$ cat src/rtl/cpu_pkg.sv
`default_nettype none
// ============================================================================
// Module      : cpu_pkg
// Description : Shared widths and constants for the pipelined ARM core.
// Revision    : 1.0 - initial release
// ============================================================================
package cpu_pkg;

    localparam int                 PC_W      = 64;
    localparam int                 INSTR_W   = 32;
    localparam logic [INSTR_W-1:0] NOP_INSTR = 32'hD503201F;

endpackage
`default_nettype wire

$ cat src/rtl/branch_target.sv
`default_nettype none
// ============================================================================
// Module      : branch_target
// Description : Taken-branch target = pc_id + (sext(imm26 | imm19) << 2).
// Revision    : 1.0 - initial release
// ============================================================================
module branch_target
    import cpu_pkg::*;
#(
    parameter int PC_W = cpu_pkg::PC_W
) (
    input  logic [PC_W-1:0] pc_id,
    input  logic            uncond_br,
    input  logic [25:0]     imm26,
    input  logic [18:0]     imm19,
    output logic [PC_W-1:0] target
);

    logic [PC_W-1:0] w_offset;

    // Word offset sign-extended to full PC width before scaling to bytes;
    // the add wraps modulo 2^PC_W by construction.
    always_comb begin
        if (uncond_br) begin
            w_offset = {{(PC_W-26){imm26[25]}}, imm26};
        end else begin
            w_offset = {{(PC_W-19){imm19[18]}}, imm19};
        end
        target = pc_id + {w_offset[PC_W-3:0], 2'b00};
    end

endmodule
`default_nettype wire

$ cat src/rtl/fetch_stage.sv
`default_nettype none
// ============================================================================
// Module      : fetch_stage
// Description : PC register, instruction fetch and IF/ID pipeline register
//               with stall hold and one-bubble taken-branch redirect.
// Revision    : 1.0 - initial release
// ============================================================================
module fetch_stage
    import cpu_pkg::*;
#(
    parameter int              PC_W     = cpu_pkg::PC_W,
    parameter logic [PC_W-1:0] RESET_PC = '0
) (
    input  logic            clk,
    input  logic            reset,
    input  logic            stall,
    input  logic            br_taken,
    input  logic            uncond_br,
    input  logic [25:0]     imm26,
    input  logic [18:0]     imm19,
    output logic [PC_W-1:0] imem_addr,
    input  logic [31:0]     imem_rdata,
    output logic [31:0]     instr_id,
    output logic [PC_W-1:0] pc_id,
    output logic            valid_id
);

    logic [PC_W-1:0] r_pc;
    logic [31:0]     r_instr;
    logic [PC_W-1:0] r_pc_id;
    logic            r_valid;
    logic [PC_W-1:0] w_target;
    logic            w_br_act;

    branch_target #(
        .PC_W (PC_W)
    ) u_branch_target (
        .pc_id     (r_pc_id),
        .uncond_br (uncond_br),
        .imm26     (imm26),
        .imm19     (imm19),
        .target    (w_target)
    );

    // A branch flagged against a bubble is meaningless and must not redirect.
    assign w_br_act = br_taken & r_valid & ~stall;

    always_ff @(posedge clk) begin
        if (reset) begin
            r_pc    <= RESET_PC;
            r_instr <= NOP_INSTR;
            r_pc_id <= '0;
            r_valid <= 1'b0;
        end else if (!stall) begin
            r_pc_id <= r_pc;
            if (w_br_act) begin
                // Word fetched this cycle is wrong-path: squash it to a NOP.
                r_pc    <= w_target;
                r_instr <= NOP_INSTR;
                r_valid <= 1'b0;
            end else begin
                r_pc    <= r_pc + PC_W'(4);
                r_instr <= imem_rdata;
                r_valid <= 1'b1;
            end
        end
    end

    assign imem_addr = r_pc;
    assign instr_id  = r_instr;
    assign pc_id     = r_pc_id;
    assign valid_id  = r_valid;

endmodule
`default_nettype wire

$ cat config.mk
export PLATFORM = sky130hd
export DESIGN_NAME = fetch_stage
export DESIGN_NICKNAME = d
export VERILOG_FILES = /design/src/rtl/cpu_pkg.sv /design/src/rtl/branch_target.sv /design/src/rtl/fetch_stage.sv
export SDC_FILE = /design/constraint.sdc
export NUM_CORES = 1
export LEC_CHECK = 0
export CAP_MARGIN = 10
export CELL_PAD_IN_SITES_DETAIL_PLACEMENT = 1
export CELL_PAD_IN_SITES_GLOBAL_PLACEMENT = 1
export CORE_UTILIZATION = 38
export CTS_BUF_LIST = sky130_fd_sc_hd__clkbuf_4 sky130_fd_sc_hd__clkbuf_8
export DETAILED_ROUTE_END_ITERATION = 10
export HOLD_SLACK_MARGIN = 0.15
export PLACE_DENSITY_LB_ADDON = 0.1
export SYNTH_ARGS = -nofsm -noshare
export SYNTH_HDL_FRONTEND = slang
export SYNTH_SLANG_ARGS = --single-unit
$ cat constraint.sdc
create_clock -name clk -period 6.25 [get_ports clk]
set_clock_uncertainty 0.15 [all_clocks]
set_input_delay 0.625 -clock clk [delete_from_list [all_inputs] [get_ports clk]]
set_output_delay 0.625 -clock clk [all_outputs]
set_load 0.02 [all_outputs]
# Yosys cells after proc, flatten, opt, wreduce, memory -nomap -nowiden
# Index checks and enable logic that the tools add are counted.
# W data, S select, Z words.
[op_classes] bitwise=3 div=0 muxes=4 n_eq_ne=0 magnitude_cmp=0 reduce_logical=0 add_sub_neg=2 shift=0 mul=0
[op_table] cell="$add A64 B3 Y64 const B" n=1
[op_table] cell="$add A64 B64 Y64" n=1
[op_table] cell="$mux W64" n=1
[op_table] cell="$mux W62" n=1
[op_table] cell="$mux W32" n=1
[op_table] cell="$and A1 B1 Y1" n=2
[op_table] cell="$mux W1" n=1
[op_table] cell="$not A1 Y1" n=1
[totals] latchBits=0 n_memories=0 out_inout_bits=161 rom_bits=0 ram_bits=0 reg_bits=161 in_bits=82 elab_cells=13

# Longest topological paths before layout
# Gate-level depths: netlist (run 1).
[logic_depth] depth_word=3 mapped_depth=16 ltp_nobuf=13

# Cells and area by module
# From an unflattened synthesis (run 1), not the netlist that was laid out.
[unflattened] hier_cells=1575 hier_area_um2=11826.3
[by_module_without_submodules] module="fetch_stage" n_inst=1 area_each_um2=7736.2 cells_per_inst=954 seq_area_each_um2=3223.1
[by_module_without_submodules] module="branch_target" n_inst=1 area_each_um2=4090.2 cells_per_inst=621 seq_area_each_um2=0.0

# Worst setup path before layout (run 1)
# Ideal clock, no wire load.
[synth_timing] path_kind="input -> register" startpoint="input port uncond_br" endpoint="register r_pc[61] (netlist: imem_addr[61])" setup_slack_ns=1.615 stages=15 arrival_time_ns=4.353 setup_time_ns=0.132 n_path_buf=3 t_required_ns=5.968 path_cell_list="clkbuf_1 nand2b_1 clkbuf_1 nand2_1 ha_1 clkbuf_1 a21oi_1 o21a_1 a2111oi_0 o21ai_0 o21ai_0 a21oi_1 o21ai_0 xnor2_1 o22ai_1"
[synth_via] elab_chain_cells=3
[synth_rtl] item="from (decl)" line_no="fetch_stage.sv:18" text="input logic uncond_br,"
[synth_rtl] item="$mux W62" line_no="branch_target.sv:24" text="if (uncond_br) begin"
[synth_rtl] item="$add A64 B64 Y64" line_no="branch_target.sv:29" text="target = pc_id + {w_offset[PC_W-3:0], 2'b00};"
[synth_rtl] item="$mux W64" line_no="fetch_stage.sv:56" text="if (w_br_act) begin"
[synth_rtl] item="to (signal assigned)" line_no="fetch_stage.sv:58" text="r_pc <= w_target;"
[synth_rtl] item="to (signal assigned)" line_no="fetch_stage.sv:62" text="r_pc <= r_pc + PC_W'(4);"
[synth_rtl] item="to (decl)" line_no="fetch_stage.sv:28" text="logic [PC_W-1:0] r_pc;"
# Every way passes these cells.
# A chain may end at the register's enable or synchronous reset.

# Worst setup path after layout (run 1)
[layout_timing] startpoint="input port uncond_br" endpoint="register r_pc[63] (netlist: imem_addr[63])"
# Same word-level chain as after synthesis.

==> results of run 1 <==
[Yosys cell counts (all sizes together), types with 2 or more instances]
library cell	count	area, µm²
a221oi	3	43.8
and3	17	110
a2111oi	2	23.8
a21oi	107	558
a31oi	12	90.1
a31o	5	43.8
o21ai	36	184
clkbuf	67	282
nand2	121	454
o31ai	2	28.8
a211o	2	17.5
a21boi	2	18.8
o22ai	8	50.1
o211ai	6	50.1
nor2	205	769
buf	14	56.3
xor2	37	324
mux2i	67	671
nor2b	17	106
or4	2	15.0
nand2b	5	31.3
dfxtp	161	3220
o221ai	2	17.5
o21a	6	45.0
and4	5	43.8
a211oi	48	360
o21bai	26	195
mux2	18	203
inv	23	86.3
nor3	34	175
or3	7	47.5
ha	62	776
nand3	40	200
o32ai	3	26.3
nor4	8	56.3
xnor2	73	639
nand4	31	194
and2	5	31.3
a21o	28	214
nor3b	2	20.0
a41o	2	20.0
[power groups by stage]
stage | clock network, µW | registers, µW | logic [µW]
after global routing | 958 | 1110 | 596
after detailed placement | 0 | 1130 | 544
final | 896 | 1110 | 546
after global placement | 0 | 1130 | 536
after floorplan | 0 | 1160 | 300
after CTS | 923 | 1110 | 549
[worst max-delay path, delay by kind of cell]
family	cells	cell delay, ps
simple gates	2	380
mux	1	370
fa+ha+maj	1	440
xor+xnor	1	150
buf+inv	2	1190
compound gates	7	2030
[logic make-up after synthesis]
family                   synth area share
XOR/XNOR                           0.0904
adder cells (fa/ha/maj)            0.0746
multiplexers                       0.0819
AO/OA/AOI/OAI                       0.197
buffers and inverters              0.0398
flip-flops                          0.302
AND/OR/NAND/NOR                     0.214
[per-layer routing]
| layer | global-route usage | wire [µm] | vias to the layer above |
|---|---|---|---|
| met3 | 0.0322 | 1530 | 28 |
| met4 | 0.0572 | 401 | 0 |
| met2 | 0.415 | 16500 | 231 |
| li1 | - | - | 5129 |
| met5 | 0 | 0 | - |
| met1 | 0.336 | 16900 | 5079 |
[final cells by class]
class                   count  area (µm²)
multi-input cells        1071        7020
clock inverters            15         208
inverters                  23        86.3
fillers                  3312       13500
repair buffers            251        2490
flip-flops and latches    161        3220
well taps                 372         465
clock buffers              17         234
[state kept, by name, indices dropped and copies added, names as in the netlist]
name       cells
instr_id      32
imem_addr     64
valid_id       1
pc_id         64
[worst max path at each step]
stage / startpoint / endpoint / depth (start not counted)
finish: uncond_br / imem_addr[63] / 14
global placement: uncond_br / imem_addr[63] / 14
detailed placement: uncond_br / imem_addr[63] / 14
global route: uncond_br / imem_addr[63] / 14
floorplan: uncond_br / imem_addr[61] / 15
CTS: uncond_br / imem_addr[63] / 14
[stage by stage]
stage	cells	utilization	cell area, µm²	setup slack [ps]	power (µW)
floorplan	1336	-	10700	1610	1460
global route	1910	0.504	13700	1040	2670
global placement	1878	0.488	13300	929	1660
CTS	1910	0.504	13700	1290	2580
detailed placement	1878	0.488	13300	799	1670
finish	1910	0.504	13700	1290	2550
==> qor.yml, run 1 <==
worstPathArrival_ps: 5200
diodes: 0
pwr-share-comb: 0.214
grtUsageTotal: 0.248
run_status: "finished clean"
final_cell_mix: "clkdlybuf4s50_1, nor2_1, dfxtp_1, nand2_1, a21oi_1"
period_share: 0.794
peakVddDrop_mv: 0.101
cts_hold_buf: 0
worst_pin_slew_ps: 1020
wire_per_inst_um: 18.5
slew_viol_final: 0
crit_path_end_kind: "flip-flop"
slew_headroom: 0.322
rsz0062_at_grt: "no"
yosys_register_bits: 161
syn_area_per_cell_um2: 7.98
intPower_uw: 1720
grt_overflow: 0
crit_path_start_kind: "input port"
grt_start_max_net_pins: 80
yosysUniqueCellTypes: 73
reg2reg_slack_ps: 2600
ys.warnings.count: 0
portBuffers: 242
cap_violations: 0
setup_viol: 0
reg2reg_from: "pc_id[2]"
switchingPower_uw: 828
syn-num-nets: 1481
whs_path_depth: 2
io-pin-count: 243
synthFlopType: "dfxtp_1"
crit_required_ps: 6480
power_density_mw_per_mm2: 186
setup_tns_ps: 0
cp_common_cell: "a31oi_1"
cts_made_buffers: 17
clockBufferDepth: 2
clkPwrFrac: 0.352
hold_ws_ps: 344
path_clk_slew_ps: 100
grt_pass1_vias: 10600
fin_nets: 1670
grt_pass1_wl_um: 56900
async_reset_ff_frac: 0
drt-total-wl_um: 35400
root_buffer: "clkbuf_8"
hpwl_um: 26500
place.gp.congestion: 0.895
cp_cell_sequence: "clkdlybuf4s50_1 -> buf_4 -> mux2_2 -> ha_1 -> nand2_1 -> or2_0 -> a211o_1 -> a31oi_1 -> a31oi_1 -> a31o_2 -> o31ai_4 -> a221oi_1 -> xnor2_1 -> a211oi_1"
slowest_delay_ps: 850
coreArea_mm2: 0.0273
fmaxAchievable_mhz: 202
cts_setup_buffers: 0
synth_edf_count: 0
hold_path_class: "reg2reg"
hold_viol: 0
synth_cells: 1336
cts_max_level: 4
cp_max_fo: 16
area_growth_pct: 28.7
pwr-share-seq: 0.434
clock-sinks: 161
die_h_um: 170
drt_iter0_markers: 536
row_count: 60
cts_tree: "built"
clk_latency_ps: 480
finalCriticalPeriod_ps: 4960
layout_commonest_cell: "clkdlybuf4s50_1"
antenna_left: 0
vias_per_cell: 5.48
antenna_found_initial: 0
synth_area_mm2: 0.0107
rr_worst_depth: 12
worstHoldStart: "imem_addr[0]"
netSwitchingFraction: 0.325
reg2reg_to: "imem_addr[26]"
worst-setup-path-type: "in2reg"
ctsResizeCount: 0
cp_slowest_cell: "clkdlybuf4s50_1"
p_leak_uw: 0.00539
dr.pass1.iters: 5
initial_core_util: 0.391
die_w_um: 170
drive_above_1_share: 0.0605
drc_errors: 0
yosysSeqAreaShare: 0.302
die_area_mm2: 0.0287
dr_total_vias: 10500
hold_path_end: "imem_addr[0]"
No activity file was read; power rests on OpenSTA's default activity.
==> run 2: changes to the inputs <==
clock period = 4.9 ns   (was 6.25 ns; I/O delays follow)
==> run 2 against run 1 <==
Final cell count up 1.0%. Register-to-register slack got worse by 1300 ps. Sequential power increased by 27%. Flip-flop and latch count is the same. Via count is 1.1% higher. Core utilization increased by 0.44 points. First-iteration DRC count down 9.0%. Die area did not move. Clock-buffer cell count stayed put. Combinational power increased by 31%. Hold slack worse by 15 ps. Global-route usage is 0.52 points higher. Critical path type unchanged.
==> qor.yml, run 2 (synthesis results as in run 1) <==
die_w_um: 170  # unchanged
worst_pin_slew_ps: 776  # -239 ps
fin_nets: 1690  # +1.2%
vias_per_cell: 5.48  # about the same
dr.pass1.iters: 5  # unchanged
drc_errors: 0  # unchanged
finalCriticalPeriod_ps: 4290
cts_max_level: 4  # unchanged
area_growth_pct: 29.9
grt_overflow: 0  # unchanged
place.gp.congestion: 0.914  # +2.1%
grt_start_max_net_pins: 63  # -21%
placed_area_mm2: 0.0134  # +1.2%
antenna_left: 0  # unchanged
clockBufferDepth: 2  # unchanged
cts_made_buffers: 17  # unchanged
slew_headroom: 0.483  # +0.161
drt_iter0_markers: 488  # -9.0%
grt_pass1_wl_um: 58100  # +2.0%
fin_util: 0.508  # +0.00441
die_area_mm2: 0.0287  # unchanged
stdcell_area_mm2: 0.0138  # +0.87%
diodes: 0  # unchanged
coreArea_mm2: 0.0273  # unchanged
slowest_delay_ps: 560  # -290 ps
layout_commonest_cell: "clkdlybuf4s50_1"
io-pin-count: 243  # unchanged
root_buffer: "clkbuf_8"
period_share: 0.876
worstPathArrival_ps: 4540  # -660 ps
dr_total_vias: 10600  # +1.1%
crit_required_ps: 5150  # -1330 ps
wire_per_inst_um: 18.7  # +0.88%
row_count: 60  # unchanged
rsz0062_at_grt: "no"
peakVddDrop_mv: 0.125  # +24%
grt_pass1_vias: 10800  # +1.2%
cp_slowest_cell: "clkdlybuf4s50_1"
critPathBufInv: 2  # unchanged
p_leak_uw: 0.00546  # +1.4%
ctsResizeCount: 0  # unchanged
portBuffers: 242  # unchanged
path_clk_slew_ps: 110  # about the same
cp_common_cell: "a31oi_1"
cts_hold_buf: 0  # unchanged
critical-path-top-delay-family: "compound AO/OA/AOI/OAI gates"
slew_viol_final: 0  # unchanged
worst-setup-path-type: "in2reg"
power_density_mw_per_mm2: 228  # +23%
grtUsageTotal: 0.253  # +0.00521
die_h_um: 170  # unchanged
hpwl_um: 27300  # +3.0%
cp_max_fo: 26  # +10
hold_path_class: "in2reg"
crit_path_start_kind: "input port"
run_status: "finished clean"
drt-total-wl_um: 36100  # +1.9%
setup_tns_ps: 0  # unchanged
setup_viol: 0  # unchanged
cts_setup_buffers: 0  # unchanged
initial_core_util: 0.391  # unchanged
antenna_found_initial: 0  # unchanged
crit_path_end_kind: "flip-flop"
clk_latency_ps: 480  # about the same
final_cell_mix: "clkdlybuf4s50_1, nor2_1, dfxtp_1, nand2_1, a21oi_1"
drive_above_1_share: 0.0725  # +0.0121
hold_viol: 0  # unchanged
cts_tree: "built"
cap_violations: 0  # unchanged
clock-sinks: 161  # unchanged
fmaxAchievable_mhz: 233
cp_cell_sequence: "clkdlybuf4s50_1 -> buf_12 -> mux2_2 -> ha_1 -> and2_1 -> nand3_1 -> a211o_1 -> a31oi_1 -> a31oi_1 -> a31o_2 -> o31ai_4 -> a221oi_1 -> xnor2_1 -> a211oi_1"
==> run 2: worst register-to-register path, stage by stage (launching register included) <==
cell,delay (ps)
dfxtp_1,350
ha_1,230
fa_1,410
a21o_2,260
a221oi_4,320
o21ai_2,150
a2111o_1,420
a31oi_4,240
o21ai_0,170
a21oi_1,180
nor2b_1,70
or3_1,300
a32o_1,250
==> run 2: worst paths after layout <==
check	to	slack [ps]	from	cells after the start
hold / removal	instr_id[21]	330	stall	3
hold reg to reg	imem_addr[0]	340	imem_addr[0]	2
setup / recovery	imem_addr[63]	610	uncond_br	14
setup reg to reg	imem_addr[26]	1280	pc_id[2]	12
==> run 2: per-stage QoR <==
| stage | std cells | hold WS (ps) | total power (µW) | worst slack (ps) |
|---|---|---|---|---|
| final | 1930 | 329 | 3150 | 606 |
| after global routing | 1930 | 327 | 3310 | 299 |
| after CTS | 1930 | 304 | 3180 | 614 |
| after detailed placement | 1898 | 327 | 2150 | 107 |
| after floorplan | 1336 | 392 | 1860 | 400 |
| after global placement | 1898 | 309 | 2140 | 258 |
==> run 2: report_power, final <==
part,total [µW],leakage (µW),internal (µW),switching (µW)
clock,1030,0.000192,386,644
combinational,716,0.00396,319,396
sequential,1410,0.00131,1360,54.4
total,3150,0.00546,2060,1090
==> run 2: area by class of cell <==
| cell class | instances | area, µm² |
|---|---|---|
| inverters | 23 | 86.3 |
| flip-flops and latches | 161 | 3220 |
| repair buffers | 271 | 2650 |
| fillers | 3312 | 13400 |
| well taps | 372 | 465 |
| clock buffers | 17 | 234 |
| multi-input cells | 1071 | 7020 |
| clock inverters | 15 | 165 |
==> run 2: per-layer routing <==
metal,routed length (µm),share of wire,track usage
met4,637,0.018,0.0638
met3,1640,0.045,0.0396
met2,16600,0.46,0.421
met5,0,0,0
met1,17200,0.48,0.339
==> run 3: changes to the inputs <==
GPL_ROUTABILITY_DRIVEN = 0   (was default)
==> run 3 against run 2 <==
Sequential share of layout area is essentially flat. Sequential power hardly changed. Non-clock buffer count shrank 1. Worst setup slack worse by 70 ps. Core utilization about the same. Via count decreased by 1.4%. Largest power group unchanged. Critical path depth did not move. Routed wire length down 1.3%. First-iteration DRC count up 15%.
==> qor.yml, run 3 (synthesis results as in run 1) <==
run_status: "finished clean"
grtUsageTotal: 0.247  # -0.00581
final_cell_mix: "clkdlybuf4s50_1, nor2_1, dfxtp_1, nand2_1, a21oi_1"
diodes: 0  # unchanged
grt_pass1_wl_um: 56600  # -2.4%
fillCellCount: 3294  # -0.54%
initial_core_util: 0.391  # unchanged
die_h_um: 170  # unchanged
reg2reg_to: "imem_addr[26]"
clkPwrFrac: 0.331  # +0.005
dr.pass1.iters: 5  # unchanged
hold_viol: 0  # unchanged
cp-endpoint: "imem_addr[56]"
grt_use_met3: 0.0331  # -0.00653
intPower_uw: 2070  # +0.37%
pwr-share-seq: 0.444  # -0.003
path_clk_slew_ps: 120  # about the same
row_count: 60  # unchanged
setup_tns_ps: 0  # unchanged
clock-sinks: 161  # unchanged
rsz0062_at_grt: "no"
ctsResizeCount: 0  # unchanged
cap_violations: 0  # unchanged
crit_required_ps: 5150  # about the same
coreArea_mm2: 0.0273  # unchanged
io-pin-count: 243  # unchanged
root_buffer: "clkbuf_8"
busiest_layer: "met2"
drt-total-wl_um: 35600  # -1.3%
grt_pass1_vias: 10400  # -3.5%
peakVddDrop_mv: 0.126  # +0.93%
drive_above_1_share: 0.0719  # -0.000596
cts_max_level: 4  # unchanged
period_share: 0.891  # +0.0142
worstPathArrival_ps: 4620  # +80 ps
worst_pin_slew_ps: 759  # -17.1 ps
area_growth_pct: 29.9  # about the same
dr_total_vias: 10400  # -1.4%
clk_latency_ps: 490  # about the same
fin_nets: 1689  # -0.059%
crit_path_end_kind: "flip-flop"
clockBufferDepth: 2  # unchanged
p_leak_uw: 0.00546  # about the same
setup_viol: 0  # unchanged
met2_usage: 0.415  # -0.00680
power_density_mw_per_mm2: 229  # +0.56%
cts_setup_buffers: 0  # unchanged
portBuffers: 242  # unchanged
cts_tree: "built"
netSwitchingFraction: 0.348  # +0.00143
drt_iter0_markers: 559  # +15%
antenna_left: 0  # unchanged
hold_path_class: "in2reg"
reg2reg_from: "pc_id[2]"
grt_start_max_net_pins: 58  # -7.9%
die_w_um: 170  # unchanged
worst-setup-path-type: "in2reg"
rr_worst_depth: 12  # unchanged
hpwl_um: 27100  # -0.86%
drc_errors: 0  # unchanged
pwr-share-comb: 0.225  # -0.002
antenna_found_initial: 0  # unchanged
grt_overflow: 0  # unchanged
vias_per_cell: 5.41  # -1.3%
crit_path_start_kind: "input port"
die_area_mm2: 0.0287  # unchanged
wire_per_inst_um: 18.5  # -1.3%
cp_max_fo: 25  # -3.8%
grt_use_met1: 0.337  # -0.00249
hold_ws_ps: 317  # -11.8 ps
slew_viol_final: 0  # unchanged
switchingPower_uw: 1110  # +1.0%
slew_headroom: 0.494  # +0.0114
cts_hold_buf: 0  # unchanged
reg2reg_slack_ps: 1290  # about the same
fmaxAchievable_mhz: 229  # -1.6%
cts_made_buffers: 17  # unchanged
layout_commonest_cell: "clkdlybuf4s50_1"
crit_path_start: "uncond_br"
finalCriticalPeriod_ps: 4360  # +69.8 ps
==> run 3: changes by cell type in the layout (fill, tap and decap cells not counted), sizes merged <==
cell,before,now
clkinvlp,3,2
clkinv,5,8
buf,31,30
inv,30,28
==> run 3: how the worst min path moves through the flow <==
stage / slack (ps) / endpoint / from / cells past startpoint
2_1_floorplan: 390 / imem_addr[0] / pc_id[0] / 2
3_3_place_gp: 310 / imem_addr[0] / pc_id[0] / 2
3_5_place_dp: 320 / imem_addr[0] / pc_id[0] / 2
4_1_cts: 280 / instr_id[14] / stall / 3
5_1_grt: 310 / instr_id[14] / stall / 3
6_report: 320 / instr_id[10] / stall / 3
==> run 3: layout make-up <==
| class | instances | area [µm²] | area share |
|---|---|---|---|
| Clock buffer | 17 | 234 | 0.0169 |
| Clock inverter | 15 | 189 | 0.0136 |
| Inverter | 23 | 86.3 | 0.00623 |
| Multi-Input combinational cell | 1071 | 7020 | 0.507 |
| Sequential cell | 161 | 3220 | 0.233 |
| Tap cell | 372 | 465 | 0.0336 |
| Timing Repair Buffer | 270 | 2630 | 0.190 |
==> run 3: critical path: stages <==
cell and delay [ps]:
clkdlybuf4s50_1 620, buf_4 290, nand2b_1 290, nand2_1 80, buf_4 240, ha_1 490
nand4_1 280, or4_1 590, o2bb2ai_1 140, a21o_1 220, o211ai_2 300, a31oi_1 160
xor2_1 160, a211oi_1 220
==> run 3: power groups by stage <==
stage                     clock network, µW  registers (µW)  logic (µW)
final                                  1050            1410         713
after global routing                   1130            1420         774
after CTS                              1080            1410         715
after detailed placement                  0            1440         709
after global placement                    0            1440         698
after floorplan                           0            1480         382
==> run 3: metal layers <==
| layer | vias up | share of wire |
|---|---|---|
| met5 | - | 0 |
| met4 | 0 | 0.012 |
| met3 | 27 | 0.042 |
| met2 | 247 | 0.46 |
| met1 | 4994 | 0.48 |
| li1 | 5164 | - |
==> run 3: through the flow <==
step | total power [µW] | cells | utilization | instance area [µm²] | worst slack [ps]
2_1_floorplan | 1860 | 1336 | - | 10700 | 400
3_3_place_gp | 2140 | 1897 | 0.493 | 13400 | 148
3_5_place_dp | 2150 | 1897 | 0.493 | 13400 | 36.2
4_1_cts | 3210 | 1929 | 0.508 | 13900 | 525
5_1_grt | 3320 | 1929 | 0.508 | 13900 | 137
6_report | 3170 | 1929 | 0.508 | 13900 | 536
